`src/rtl/alu_seq.sv`:
```
// Sequenced ALU with a valid/ready front end and a registered, held result.
// Most opcodes finish in one cycle. Divide uses a WIDTH-cycle restoring divider.
//
// state | meaning
// IDLE  | ready for a request; the last result is still held on the outputs
// DIV   | restoring divider running, one quotient bit per cycle
// DONE  | result valid, waiting for out_ready
module alu_seq #(
  parameter int WIDTH = 16
) (
  input  logic             clk,
  input  logic             rst_n,
  input  logic             in_valid,
  output logic             in_ready,
  input  logic [WIDTH-1:0] a,
  input  logic [WIDTH-1:0] b,
  input  logic [3:0]       alu_func,
  output logic             out_valid,
  input  logic             out_ready,
  output logic [WIDTH-1:0] alu_out,
  output logic             arith_flag,
  output logic             logic_flag,
  output logic             cmp_flag,
  output logic             shift_flag,
  output logic             div_zero
);

  localparam int CW = $clog2(WIDTH) + 1;

  localparam logic [3:0] OP_ADD  = 4'b0000;
  localparam logic [3:0] OP_ABS  = 4'b0001;
  localparam logic [3:0] OP_MUL  = 4'b0010;
  localparam logic [3:0] OP_DIV  = 4'b0011;
  localparam logic [3:0] OP_AND  = 4'b0100;
  localparam logic [3:0] OP_OR   = 4'b0101;
  localparam logic [3:0] OP_NAND = 4'b0110;
  localparam logic [3:0] OP_NOR  = 4'b0111;
  localparam logic [3:0] OP_XOR  = 4'b1000;
  localparam logic [3:0] OP_XNOR = 4'b1001;
  localparam logic [3:0] OP_EQ   = 4'b1010;
  localparam logic [3:0] OP_GT   = 4'b1011;
  localparam logic [3:0] OP_LT   = 4'b1100;
  localparam logic [3:0] OP_SHR  = 4'b1101;
  localparam logic [3:0] OP_SHL  = 4'b1110;

  // Class encoding: {arith, logic, cmp, shift}
  localparam logic [3:0] CLS_ARITH = 4'b1000;
  localparam logic [3:0] CLS_LOGIC = 4'b0100;
  localparam logic [3:0] CLS_CMP   = 4'b0010;
  localparam logic [3:0] CLS_SHIFT = 4'b0001;
  localparam logic [3:0] CLS_NONE  = 4'b0000;

  typedef enum logic [1:0] {
    IDLE = 2'd0,
    DIV  = 2'd1,
    DONE = 2'd2
  } state_t;

  state_t state, state_nxt;

  logic             load_single;
  logic             load_div;
  logic             div_start;

  logic [WIDTH-1:0] op_max;
  logic [WIDTH-1:0] op_min;
  logic [WIDTH-1:0] op_res;
  logic [3:0]       op_cls;
  logic             op_dz;

  logic [WIDTH-1:0] quo;
  logic [WIDTH:0]   rem;
  logic [WIDTH-1:0] dvsr;
  logic [CW-1:0]    cnt;

  logic [WIDTH+1:0] rem_sh;
  logic [WIDTH:0]   rem_diff;
  logic [WIDTH:0]   rem_nxt;
  logic             q_bit;
  logic [WIDTH-1:0] quo_nxt;

  logic [3:0]       cls;

  // Single-cycle result, class and divide classification from the live inputs
  always_comb begin
    op_max    = (a >= b) ? a : b;
    op_min    = (a >= b) ? b : a;
    op_res    = '0;
    op_cls    = CLS_NONE;
    op_dz     = 1'b0;
    div_start = 1'b0;
    unique case (alu_func)
      OP_ADD:  begin op_res = a + b;                    op_cls = CLS_ARITH; end
      OP_ABS:  begin op_res = (a >= b) ? a - b : b - a; op_cls = CLS_ARITH; end
      OP_MUL:  begin op_res = a * b;                    op_cls = CLS_ARITH; end
      OP_DIV: begin
        op_cls = CLS_ARITH;
        if (op_min == '0) begin
          op_res = '1;
          op_dz  = 1'b1;
        end else begin
          div_start = 1'b1;
        end
      end
      OP_AND:  begin op_res = a & b;    op_cls = CLS_LOGIC; end
      OP_OR:   begin op_res = a | b;    op_cls = CLS_LOGIC; end
      OP_NAND: begin op_res = ~(a & b); op_cls = CLS_LOGIC; end
      OP_NOR:  begin op_res = ~(a | b); op_cls = CLS_LOGIC; end
      OP_XOR:  begin op_res = a ^ b;    op_cls = CLS_LOGIC; end
      OP_XNOR: begin op_res = ~(a ^ b); op_cls = CLS_LOGIC; end
      OP_EQ:   begin op_res = (a == b) ? WIDTH'(1) : '0; op_cls = CLS_CMP; end
      OP_GT:   begin op_res = (a > b)  ? WIDTH'(2) : '0; op_cls = CLS_CMP; end
      OP_LT:   begin op_res = (a < b)  ? WIDTH'(3) : '0; op_cls = CLS_CMP; end
      OP_SHR:  begin op_res = a >> 1;   op_cls = CLS_SHIFT; end
      OP_SHL:  begin op_res = a << 1;   op_cls = CLS_SHIFT; end
      default: begin op_res = '0;       op_cls = CLS_NONE;  end
    endcase
  end

  // One restoring step. The compare is done at full width, so the subtract only
  // needs WIDTH+1 bits: a kept difference is always below the divisor.
  always_comb begin
    rem_sh   = {rem, quo[WIDTH-1]};
    q_bit    = (rem_sh >= {2'b00, dvsr});
    rem_diff = rem_sh[WIDTH:0] - {1'b0, dvsr};
    rem_nxt  = q_bit ? rem_diff : rem_sh[WIDTH:0];
    quo_nxt  = {quo[WIDTH-2:0], q_bit};
  end

  always_ff @(posedge clk) begin
    if (!rst_n) begin
      state <= IDLE;
    end else begin
      state <= state_nxt;
    end
  end

  always_comb begin
    state_nxt   = state;
    load_single = 1'b0;
    load_div    = 1'b0;
    in_ready    = 1'b0;
    out_valid   = 1'b0;
    unique case (state)
      IDLE: begin
        in_ready = 1'b1;
        if (in_valid) begin
          if (div_start) begin
            state_nxt = DIV;
          end else begin
            state_nxt   = DONE;
            load_single = 1'b1;
          end
        end
      end
      DIV: begin
        if (cnt == '0) begin
          state_nxt = DONE;
          load_div  = 1'b1;
        end
      end
      DONE: begin
        out_valid = 1'b1;
        if (out_ready) begin
          state_nxt = IDLE;
        end
      end
      default: state_nxt = IDLE;
    endcase
  end

  always_ff @(posedge clk) begin
    if (!rst_n) begin
      alu_out  <= '0;
      cls      <= CLS_NONE;
      div_zero <= 1'b0;
      quo      <= '0;
      rem      <= '0;
      dvsr     <= '0;
      cnt      <= '0;
    end else begin
      if (load_single) begin
        alu_out  <= op_res;
        cls      <= op_cls;
        div_zero <= op_dz;
      end else if (load_div) begin
        // last quotient bit is folded in on the same edge that enters DONE
        alu_out  <= quo_nxt;
        cls      <= CLS_ARITH;
        div_zero <= 1'b0;
      end

      if (state == IDLE && in_valid && div_start) begin
        quo  <= op_max;
        rem  <= '0;
        dvsr <= op_min;
        cnt  <= CW'(WIDTH - 1);
      end else if (state == DIV) begin
        quo <= quo_nxt;
        rem <= rem_nxt;
        cnt <= cnt - CW'(1);
      end
    end
  end

  assign arith_flag = cls[3];
  assign logic_flag = cls[2];
  assign cmp_flag   = cls[1];
  assign shift_flag = cls[0];

endmodule
```
`config.mk`:
```
export PLATFORM = sky130hd
export DESIGN_NAME = alu_seq
export DESIGN_NICKNAME = d
export VERILOG_FILES = /design/src/rtl/alu_seq.sv
export SDC_FILE = /design/constraint.sdc
export NUM_CORES = 1
export LEC_CHECK = 0
export ABC_CLOCK_PERIOD_IN_PS = 7400
export CAP_MARGIN = 15
export CORE_AREA = 2 2 176 178
export CTS_CLUSTER_SIZE = 25
export DETAILED_ROUTE_END_ITERATION = 10
export DIE_AREA = 0 0 178 180
export PLACE_DENSITY = 0.66
export SLEW_MARGIN = 20
export SYNTH_ARGS = -nofsm -noshare
export SYNTH_HDL_FRONTEND = slang
export SYNTH_SLANG_ARGS = --single-unit
```
`constraint.sdc`:
```
create_clock -name clk -period 7.4 [get_ports clk]
set_input_delay 0.74 -clock clk [delete_from_list [all_inputs] [get_ports clk]]
set_output_delay 0.74 -clock clk [all_outputs]
set_load 0.03 [all_outputs]
```
==> results of run 1 <==
==> metrics by stage <==
stage,utilization (%),power (mW),std cells
3_5_place_dp,43.4,2.69,1997
3_3_place_gp,43.4,2.66,1997
2_1_floorplan,-,1.94,1583
4_1_cts,44.4,3.17,2013
5_1_grt,44.5,3.46,2013
6_report,44.5,3.21,2014
==> synthesized netlist by cell type, types with 5 or more instances <==
| library cell | instances | area (um2) |
|---|---|---|
| o21ai_0 | 65 | 325 |
| o41ai_1 | 7 | 61.3 |
| o31ai_1 | 7 | 52.6 |
| xor2_1 | 21 | 184 |
| a22oi_1 | 20 | 150 |
| a32oi_1 | 7 | 61.3 |
| clkinv_1 | 10 | 37.5 |
| dfxtp_1 | 77 | 1540 |
| a21oi_1 | 79 | 395 |
| o21bai_1 | 9 | 67.6 |
| buf_1 | 11 | 41.3 |
| clkbuf_1 | 73 | 274 |
| nor4_1 | 15 | 93.8 |
| nand3_1 | 14 | 70.1 |
| o22ai_1 | 22 | 138 |
| inv_1 | 174 | 653 |
| o211ai_1 | 11 | 82.6 |
| a311oi_1 | 16 | 140 |
| o221a_2 | 5 | 56.3 |
| nor3_1 | 35 | 175 |
| a311o_1 | 5 | 50.1 |
| nand2_1 | 151 | 567 |
| a31oi_1 | 11 | 68.8 |
| ha_1 | 129 | 1610 |
| or3_1 | 5 | 31.3 |
| buf_2 | 9 | 45.0 |
| o21a_1 | 9 | 67.6 |
| fa_1 | 84 | 1680 |
| a221oi_1 | 15 | 131 |
| nor2b_1 | 14 | 87.6 |
| xnor2_1 | 54 | 473 |
| a21o_1 | 11 | 82.6 |
| mux2i_1 | 17 | 170 |
| nor2_1 | 216 | 811 |
| nand4_1 | 6 | 37.5 |
| nand2b_1 | 20 | 125 |
| o221ai_1 | 6 | 52.6 |
| mux2_2 | 5 | 56.3 |
| a211oi_1 | 56 | 420 |
==> cell type report <==
| cell class | count | area, um2 |
|---|---|---|
| fillers | 3053 | 16800 |
| multi-input cells | 1222 | 9350 |
| flip-flops and latches | 77 | 1540 |
| repair buffers | 115 | 1030 |
| inverters | 187 | 702 |
| well taps | 396 | 495 |
| clock buffers | 11 | 243 |
| clock inverters | 5 | 58.8 |
| diodes | 1 | 2.50 |
==> metal layers <==
layer / track usage (%) / routed length (um) / vias to the layer above
met4: 9.57 / 1470 / 2
met1: 37.1 / 18300 / 5753
met5: 0 / 47 / -
li1: - / - / 5527
met3: 5.99 / 4130 / 88
met2: 41.4 / 18900 / 611
==> sequential cells by signal, indices dropped and copies added (netlist names) <==
register,cells
rem,17
alu_out,16
dvsr,16
quo,16
cnt,5
cls,4
state,2
div_zero,1
==> where the power goes <==
group | internal [mW] | total (mW) | switching [mW]
combinational | 0.878 | 2.31 | 1.43
sequential | 0.430 | 0.440 | 0.00998
clock | 0.271 | 0.459 | 0.187
==> kinds of logic (layout without fill, tap and decap cells) <==
| family | after synthesis | after routing | share of synthesized area, % |
|---|---|---|---|
| AO/OA/AOI/OAI | 406 | 406 | 23.9 |
| XOR/XNOR | 75 | 75 | 5.49 |
| adder cells (fa/ha/maj) | 213 | 213 | 27.5 |
| buffers and inverters | 284 | 318 | 9.19 |
| flip-flops | 77 | 77 | 12.9 |
| multiplexers | 28 | 28 | 2.57 |
| other | 0 | 1 | 0 |
| AND/OR/NAND/NOR | 500 | 500 | 18.4 |
==> worst max-delay path: cells and delay by family <==
| family | cells | cell delay [ns] |
|---|---|---|
| AOI/OAI and AO/OA | 6 | 1.96 |
| xor gates and xnor gates | 1 | 0.17 |
| adders and majority gates | 8 | 3.32 |
| buffers and inverters | 5 | 0.89 |
==> worst paths after layout <==
check	startpoint	endpoint	slack [ns]	cells past startpoint
setup / recovery	a[5]	alu_out[15]$_SDFFE_PN0P_	0.50	20
hold / removal	cls[0]$_SDFFE_PN0P_	cls[0]$_SDFFE_PN0P_	0.47	2
setup reg to reg	dvsr[2]$_SDFFE_PN0P_	rem[1]$_SDFFE_PP0P_	3.80	11
hold reg to reg	cls[0]$_SDFFE_PN0P_	cls[0]$_SDFFE_PN0P_	0.47	2
==> impl_metrics.yaml, run 1 <==
run_status:
  status: "complete, no violations"
timing:
  final.setup.tns_ns: 0
  max_freq_ghz: 0.145
  grt_setup_unrepaired: "no"
  slew-limit-headroom_pct: 19.6
  fin_crit_ns: 6.90
  timing.hold.ws_ns: 0.467
  fin_ws_ns: 0.504
  worst_clock_skew_ns: 0.0100
  setup_violations: 0
  post-route-period-util_pct: 93.2
  hold_viol_final: 0
  drv_slew: 0
  worst_pin_slew_ns: 1.20
cts:
  cts_tree: "done"
  cts_max_path_buffers: 2
  ctsHtreeMaxLevel: 3
  clock_sinks: 77
  numCtsBuffers: 9
  holdBufCountCts: 0
  root_buffer: "clkbuf_16"
  post-cts-setup-buffer-count: 0
  clk_pin_slew_ns: 0.06
  ctsResizeCount: 0
  clk_latency_ns: 0.34
grt:
  grt_pass1_vias: 11695
  grt_usage_pct: 27.0
  grt_overflow: 0
  grt_pass1_wl_mm: 67.2
  antenna_found_initial: 1
  grt_max_degree: 83
route:
  drt_pre_antenna_iters: 6
  drcViolationCount: 0
  drtAntennaViolNets: 0
  first_iter_violations: 1302
  finalWirelength_mm: 42.9
  avgRoutedWirePerCell_um: 21.3
  num_vias: 11981
  viasPerCell: 5.95
placement:
  hpwl_mm: 33.7
  gp_congestion: 1.02
  place_ws_ns: 0.208
  placed_cell_area_um2: 13100
  io_buffers: 62
power:
  max-vdd-ir-drop_mv: 0.347
  power_density_nw_per_um2: 239
  leakagePower_nw: 5.62
critical_path:
  cp-start-kind: "input port"
  crit_slowest_cell: "clkdlybuf4s50_1"
  cpMostUsedCell: "fa_1"
  critPathMaxStageDelay_ns: 0.68
  crit_required_ns: 7.61
  arrival_ns: 7.11
  crit_chain: "clkdlybuf4s50_1, ha_1, fa_1, inv_1, fa_1, fa_1, inv_1, ha_1, fa_1, inv_1, fa_1, inv_1, ha_1, o41ai_1, o21ai_0, a21o_1, a21oi_1, xnor2_1, a2111oi_0, a31oi_1"
  end_kind: "register"
  path_class: "input port to register"
  crit_fanout: 8
die:
  core-area_um2: 30200
  fp-row-count: 64
  fp.dieH_um: 180
  die_width_um: 178
  initial_utilization_pct: 39.6
  dieArea_um2: 32000
  num_io_pins: 63
logic_synthesis:
  ys.flop_type: "dfxtp_1"
  ys_seq_elements: 77
  syn_nets: 1836
  ys_async_sr_fraction_pct: 0
  syn_area_um2: 12000
  synth_warnings: 0
  synth-edff-count: 0
  yosysSeqAreaShare_pct: 12.9
  synth.avg_cell_area_um2: 7.56
  ys_types: 84
  syn_inst: 1583
cells_and_area:
  synthToLayoutAreaGrowth_pct: 12.1
  fin_area_um2: 13400
  nets: 1865
  drive_gt1_share_pct: 6.62
  most-common-layout-cells: "215 x nor2_1, 174 x inv_1, 151 x nand2_1, 129 x ha_1, 84 x fa_1"
  final_common_cell: "nor2_1"
hold_path:
  hold_class: "register to register"
job:
  cap_viol_max_count: 0
Note: power is estimated with default switching activity, not from simulation.
==> run 2, diff against run 1 <==
--- a/config.mk
+++ b/config.mk
@@ -7,10 +7,10 @@
 export LEC_CHECK = 0
 export ABC_CLOCK_PERIOD_IN_PS = 7400
 export CAP_MARGIN = 15
-export CORE_AREA = 2 2 176 178
+export CORE_AREA = 10 10 184 186
 export CTS_CLUSTER_SIZE = 25
 export DETAILED_ROUTE_END_ITERATION = 10
-export DIE_AREA = 0 0 178 180
+export DIE_AREA = 0 0 194 196
 export PLACE_DENSITY = 0.66
 export SLEW_MARGIN = 20
 export SYNTH_ARGS = -nofsm -noshare
==> impl_metrics.yaml, run 2 (synthesized netlist as in run 1, its figures left out) <==
die:
  fp.dieH_um: 196
  fp-row-count: 64
  num_io_pins: 63
  dieArea_um2: 38000
  die_width_um: 194
  core-area_um2: 30300
  initial_utilization_pct: 39.5
cells_and_area:
  regMostFlops: "rem"
  nets: 1864
  seq_area_um2: 1540
  diodes: 0
  drive_gt1_share_pct: 6.62
  fill_cells: 3041
  most-common-layout-cells: "215 x nor2_1, 174 x inv_1, 151 x nand2_1, 129 x ha_1, 84 x fa_1"
  instances_no_fill: 2012
  final_common_cell: "nor2_1"
  fin_area_um2: 13400
  largest_reg_flops: 17
  multi_input_area_um2: 9350
  synthToLayoutAreaGrowth_pct: 12.0
cts:
  cts_tree: "done"
  numCtsBuffers: 9
  clock_sinks: 77
  post-cts-setup-buffer-count: 0
  root_buffer: "clkbuf_16"
  holdBufCountCts: 0
  ctsHtreeMaxLevel: 3
  clk_pin_slew_ns: 0.07
  clk_latency_ns: 0.34
  cts_max_path_buffers: 2
  ctsResizeCount: 0
route:
  wl_met2_mm: 19.2
  viasPerCell: 5.92
  dr.max_layer_used: "met4"
  drt_pre_antenna_iters: 5
  drcViolationCount: 0
  avgRoutedWirePerCell_um: 21.5
  dr_wl_met3_mm: 3.89
  first_iter_violations: 1250
  drtAntennaViolNets: 0
  wl_met1_mm: 18.6
  num_vias: 11912
  finalWirelength_mm: 43.2
critical_path:
  crit_required_ns: 7.62
  path_class: "input port to register"
  crit_fanout: 8
  end_kind: "register"
  arrival_ns: 7.21
  rr_startpoint: "dvsr[2]$_SDFFE_PN0P_"
  crit_start: "a[5]"
  cp-start-kind: "input port"
hold_path:
  hold_class: "register to register"
  hp-start: "cls[0]$_SDFFE_PN0P_"
timing:
  grt_setup_unrepaired: "no"
  post-route-period-util_pct: 94.5
  worst_pin_slew_ns: 1.03
  max_freq_ghz: 0.143
  hold_viol_final: 0
  setup_violations: 0
  final.setup.tns_ns: 0
  slew-limit-headroom_pct: 30.8
  fin_ws_ns: 0.410
  worst_clock_skew_ns: 0.0143
  drv_slew: 0
  fin_crit_ns: 6.99
power:
  power_density_nw_per_um2: 237
  totalPowerFinal_mw: 3.18
  leakagePower_nw: 5.62
  max-vdd-ir-drop_mv: 0.228
placement:
  place_ws_ns: 0.123
  io_buffers: 62
  place_inst: 1996
  placed_cell_area_um2: 13100
  hpwl_mm: 34.3
  gp_congestion: 0.986
job:
  cap_viol_max_count: 0
run_status:
  status: "complete, no violations"
grt:
  grt_usage_pct: 22.2
  grt_overflow: 0
  grt_pass1_wl_mm: 68.4
  grt_max_degree: 60
  antenna_found_initial: 0
  grt_pass1_vias: 11800
==> run 2: metal layers <==
| metal | vias to the layer above | track usage (%) |
|---|---|---|
| met3 | 87 | 3.10 |
| met5 | - | 0 |
| met1 | 5680 | 30.1 |
| met4 | 0 | 7.61 |
| met2 | 622 | 35.2 |
| li1 | 5523 | - |
==> run 2: critical path, stage by stage <==
cell and delay [ns]:
clkdlybuf4s50_1 0.67, inv_1 0.25, nor2_1 0.20, fa_1 0.47, fa_1 0.53, ha_1 0.22
fa_1 0.47, inv_1 0.05, fa_1 0.48, fa_1 0.49, inv_1 0.04, ha_1 0.31
o21ai_0 0.09, a21oi_1 0.08, o41ai_1 0.68, o21ai_0 0.30, a21o_1 0.24, a21oi_1 0.19
xnor2_1 0.14, a2111oi_0 0.42, a31oi_1 0.13
==> run 2: power by group <==
part / switching, mW / internal, mW / leakage (nW) / total [mW]
clock: 0.201 / 0.267 / 0.149 / 0.468
combinational: 1.39 / 0.873 / 4.85 / 2.27
sequential: 0.0103 / 0.430 / 0.625 / 0.440
total: 1.61 / 1.57 / 5.62 / 3.18
==> run 2: final cells by class <==
cell class	instances	area share, %
clock buffers	9	1.68
clock inverters	7	0.597
inverters	187	5.24
multi-input cells	1222	69.8
flip-flops and latches	77	11.5
well taps	396	3.70
repair buffers	114	7.50
==> run 2: through the flow <==
step,hold slack (ns),utilization (%)
detailed placement,0.470,43.2
finish,0.481,44.3
global route,0.507,44.3
global placement,0.457,43.2
CTS,0.481,44.3
floorplan,0.448,-
==> run 2: worst paths after layout <==
check | depth (start not counted) | slack [ns] | endpoint
max | 21 | 0.41 | alu_out[15]$_SDFFE_PN0P_
min | 2 | 0.48 | cls[0]$_SDFFE_PN0P_
max reg2reg | 11 | 3.82 | rem[1]$_SDFFE_PP0P_
min reg2reg | 2 | 0.48 | cls[0]$_SDFFE_PN0P_
==> RTL change 1 (settings of run 1) <==
Encoding of `state_t`: now one-hot (3 bits for 3 states).
--- a/src/rtl/alu_seq.sv
+++ b/src/rtl/alu_seq.sv
@@ -50,10 +50,10 @@
   localparam logic [3:0] CLS_SHIFT = 4'b0001;
   localparam logic [3:0] CLS_NONE  = 4'b0000;
 
-  typedef enum logic [1:0] {
-    IDLE = 2'd0,
-    DIV  = 2'd1,
-    DONE = 2'd2
+  typedef enum logic [2:0] {
+    IDLE = 3'b001,
+    DIV  = 3'b010,
+    DONE = 3'b100
   } state_t;
 
   state_t state, state_nxt;
Function: same outputs for any inputs over 4 cycles, from zero or initial values and one cycle with rst_n low; so few cycles prove little.
==> RTL change 1 against run 1 <==
- synthesized cell count rose by 2.6%
- worst setup slack improved by 0.042 ns
- total power decreased by 1.1%
- area after synthesis rose by 1.3%
- fmax is 0.62% higher
- wire length grew 4.6%
- cell area grew 1.1%
- count of clock-buffer cells in the layout down 2
- sequential cell count up 1
==> RTL change 1: results (changes against run 1) <==
| Metric | Value |
|---|---|
| Net count after synthesis | 1,877 (+2.2%) |
| WHS Endpoint | cnt[4] |
| Endpoint of the worst-slack reg-to-reg timing path | rem[16] |
| Main area contributors after synthesis | sky130_fd_sc_hd__fa_1 14%, sky130_fd_sc_hd__ha_1 13%, sky130_fd_sc_hd__dfxtp_1 13%, sky130_fd_sc_hd__nand2_1 6.5%, sky130_fd_sc_hd__inv_1 5.2% |
| Gp weighted congestion | 0.9517 (-6.3%) |
| Sum of net half-perimeters after detailed placement | 34,630 µm (+2.7%) |
| Final worst clock skew | 0.01364 ns (+0.003624 ns) |
| Count of plain and timing-repair buffers | 122 (+6.1%) |
| Source of the worst register-to-register timing path | quo[15] |
| Total length of routed wires | 44,840 µm (+4.6%) |
| Global Route Usage Sum | 28.05% (+1.1 points) |
| End point of the critical path | alu_out[14] |
| Worst IR drop on VDD | 0.2170 mV (-37%) |
| Final Instance Count excl. Fillers | 2,056 (+2.1%) |
| Critical path fanouts, max | 11 (+3) |
| Fraction of area in non-clock buffers | 7.816% (+0.17 points) |
| Placement-stage cell area | 13,290 µm² (+1.4%) |
| R2R Setup Slk | 3.61 ns (-0.19 ns) |
| Share of final-layout standard cells stronger than drive strength 1 | 6.269% (-0.35 points) |
| Proportion of power drawn by flip-flops and latches | 14.0% (+0.3 points) |
| GR Util met1 | 39.05% (+2.0 points) |
| Area of the multi-input gates | 9499 µm² (+1.6%) |
| Length in cells of the worst reg-to-reg path | 15 (+4) |
| Growth of design area from synthesis to finish | 12.01% |
| Global-route wire length before repair | 69,530 µm (+3.5%) |
| FF+latch area | 1562 µm² (+1.3%) |
| Launch instance of the worst min-delay path | cnt[4] |
| Vias in the first global route | 12,040 (+3.0%) |
| Synth cell types | 82 (-2.4%) |
| Worst slew margin relative to its limit | 30.40% (+11 points) |
| Setup WS post-layout | 0.5458 ns (+0.04224 ns) |
| Result of the run | finished clean |
| 1st-iter DRT viols | 1,106 (-15%) |
| Met2 routed WL | 19,650 µm (+3.7%) |
| Delay of the slowest critical-path stage | 0.63 ns (-0.05 ns) |
| Top post-synthesis cells by count | 210 x sky130_fd_sc_hd__nand2_1, 167 x sky130_fd_sc_hd__inv_1, 154 x sky130_fd_sc_hd__nor2_1 |
| Sequential cell count | 78 (+1.3%) |
| Layout clock area frac | 2.083% (-0.16 points) |
-- RTL change 1: cell types whose count changed in the layout (fill, tap and decap cells not counted), moves of 14 or more --
cell                       change
sky130_fd_sc_hd__nand2_1      +58
sky130_fd_sc_hd__o211ai_1     +31
sky130_fd_sc_hd__a311oi_1     -14
sky130_fd_sc_hd__o211a_1      +16
sky130_fd_sc_hd__and3_1       +19
sky130_fd_sc_hd__nand3_1      +33
sky130_fd_sc_hd__a211oi_1     -38
sky130_fd_sc_hd__nor2_1       -61
-- RTL change 1: cell families (layout without fill, tap and decap cells) --
logic type | after synthesis | in the layout | synth area share [%]
multiplexers | 19 | 19 | 1.590
AND/OR/NAND/NOR | 558 | 558 | 20.89
other | 0 | 1 | 0
buffers and inverters | 282 | 317 | 8.920
flip-flops | 78 | 78 | 12.88
AO/OA/AOI/OAI | 395 | 395 | 22.82
adder cells (fa/ha/maj) | 213 | 213 | 27.19
XOR/XNOR | 79 | 79 | 5.709
==> RTL change 2 (flow settings as in run 1) <==
Made on the original files. Set the parameter `WIDTH` to 8 (it was 16).
--- a/src/rtl/alu_seq.sv
+++ b/src/rtl/alu_seq.sv
@@ -6,7 +6,7 @@
 // DIV   | restoring divider running, one quotient bit per cycle
 // DONE  | result valid, waiting for out_ready
 module alu_seq #(
-  parameter int WIDTH = 16
+  parameter int WIDTH = 8
 ) (
   input  logic             clk,
   input  logic             rst_n,
Ports: changed (resized a, alu_out and b); port bits go from 63 to 39. No check against the original RTL was run, so the function may have changed too.
==> RTL change 2 against run 1 <==
- sequential cell count is 33 lower
- combinational power decreased by 83%
- worst setup slack improved by 1.4 ns
- wire length decreased by 61%
- cell area is 54% lower
- die area unchanged
- total power decreased by 73%
- area after synthesis down 56%
- largest cell class unchanged
==> RTL change 2: results (changes against run 1) <==
| Metric | Value |
|---|---|
| M3 GR Usage | 3.299% (-2.7 points) |
| Result of the run | finished clean |
| Slew @ Worst Pin | 1.090 ns (-0.1113 ns) |
| Worst IR drop on VDD | 0.07446 mV (-79%) |
| Count of clock buffers in the final design | 7 (-4) |
| Avg Cell Area, Syn | 7.775 µm² (+2.8%) |
| Post-synthesis adder-cell area fraction | 19.40% (-8.1 points) |
| Busiest metal layer after global routing | met1 |
| Sequential cell area fraction in the yosys report | 16.73% (+3.9 points) |
| Total Nets Final | 787 (-58%) |
| Net count after synthesis | 773 (-58%) |
| GR Util met1 | 15.00% (-22 points) |
| 1st-iter DRT viols | 388 (-70%) |
| Global-route wire length before repair | 26,720 µm (-60%) |
| Part of the power in the clock network | 25.9% (+12 points) |
| Met2 routed WL | 7107 µm (-62%) |
| Maximum number of pins on one net before global-route repair | 37 (-55%) |
| Share of the synthesized area in compound gates (AO/OA/AOI/OAI) | 24.70% (+0.77 points) |
| Area of the multi-input gates | 3995 µm² (-57%) |
| Placed Cells | 1,080 (-46%) |
| Critical path fanouts, max | 11 (+3) |
| First drt pass iteration count | 5 (-1) |
| Number of flip-flops in the largest register | 9 (-8) |
| Buffer and inverter count on the worst path | 4 (-1) |
| Clock insertion delay at the later pin of the skew report | 0.29 ns (-0.05 ns) |
| Number of antenna repair diodes | 0 (-1) |
| Sequential cell count | 44 (-43%) |
| Gp weighted congestion | 0.9381 (-7.6%) |
| Sum of net half-perimeters after detailed placement | 12,920 µm (-62%) |
| Count of plain and timing-repair buffers | 42 (-63%) |
| Number of fill cells in the layout | 3,315 (+8.6%) |
| Fraction of area in registers | 14.29% (+2.8 points) |
| Met1 Routed Length | 7721 µm (-58%) |
| Fraction of power spent switching nets | 38.43% (-12 points) |
| Vias per inst | 4.621 (-22%) |
| Count of inverters other than clock inverters in the layout | 62 (-67%) |
| Number of combinational gates with multiple inputs | 536 (-56%) |
| Top post-synthesis cells by count | 73 x sky130_fd_sc_hd__nand2_1, 62 x sky130_fd_sc_hd__nor2_1, 57 x sky130_fd_sc_hd__inv_1 |
| Layout clock area frac | 2.436% (+0.19 points) |
## RTL change 2: worst paths after layout
kind	cells past startpoint	end	startpoint	slack [ns]
hold / removal	2	cls[2]	cls[2]	0.47
setup reg to reg	11	rem[7]	quo[7]	4.67
setup / recovery	17	alu_out[7]	a[1]	1.92
hold reg to reg	2	cls[2]	cls[2]	0.47
## RTL change 2: logic make-up after synthesis
kind of cell / after synthesis
XOR/XNOR: 46
flip-flops: 44
buffers and inverters: 97
AND/OR/NAND/NOR: 231
adder cells (fa/ha/maj): 72
multiplexers: 15
AO/OA/AOI/OAI: 172
## RTL change 2: stage by stage
step | worst slack (ns) | hold slack, ns | total power [mW]
3_3_place_gp | 1.731 | 0.4545 | 0.6390
3_5_place_dp | 1.608 | 0.4726 | 0.6423
4_1_cts | 1.901 | 0.4803 | 0.8691
2_1_floorplan | 2.742 | 0.4486 | 0.5301
5_1_grt | 1.618 | 0.5009 | 0.9271
6_report | 1.919 | 0.4709 | 0.8668
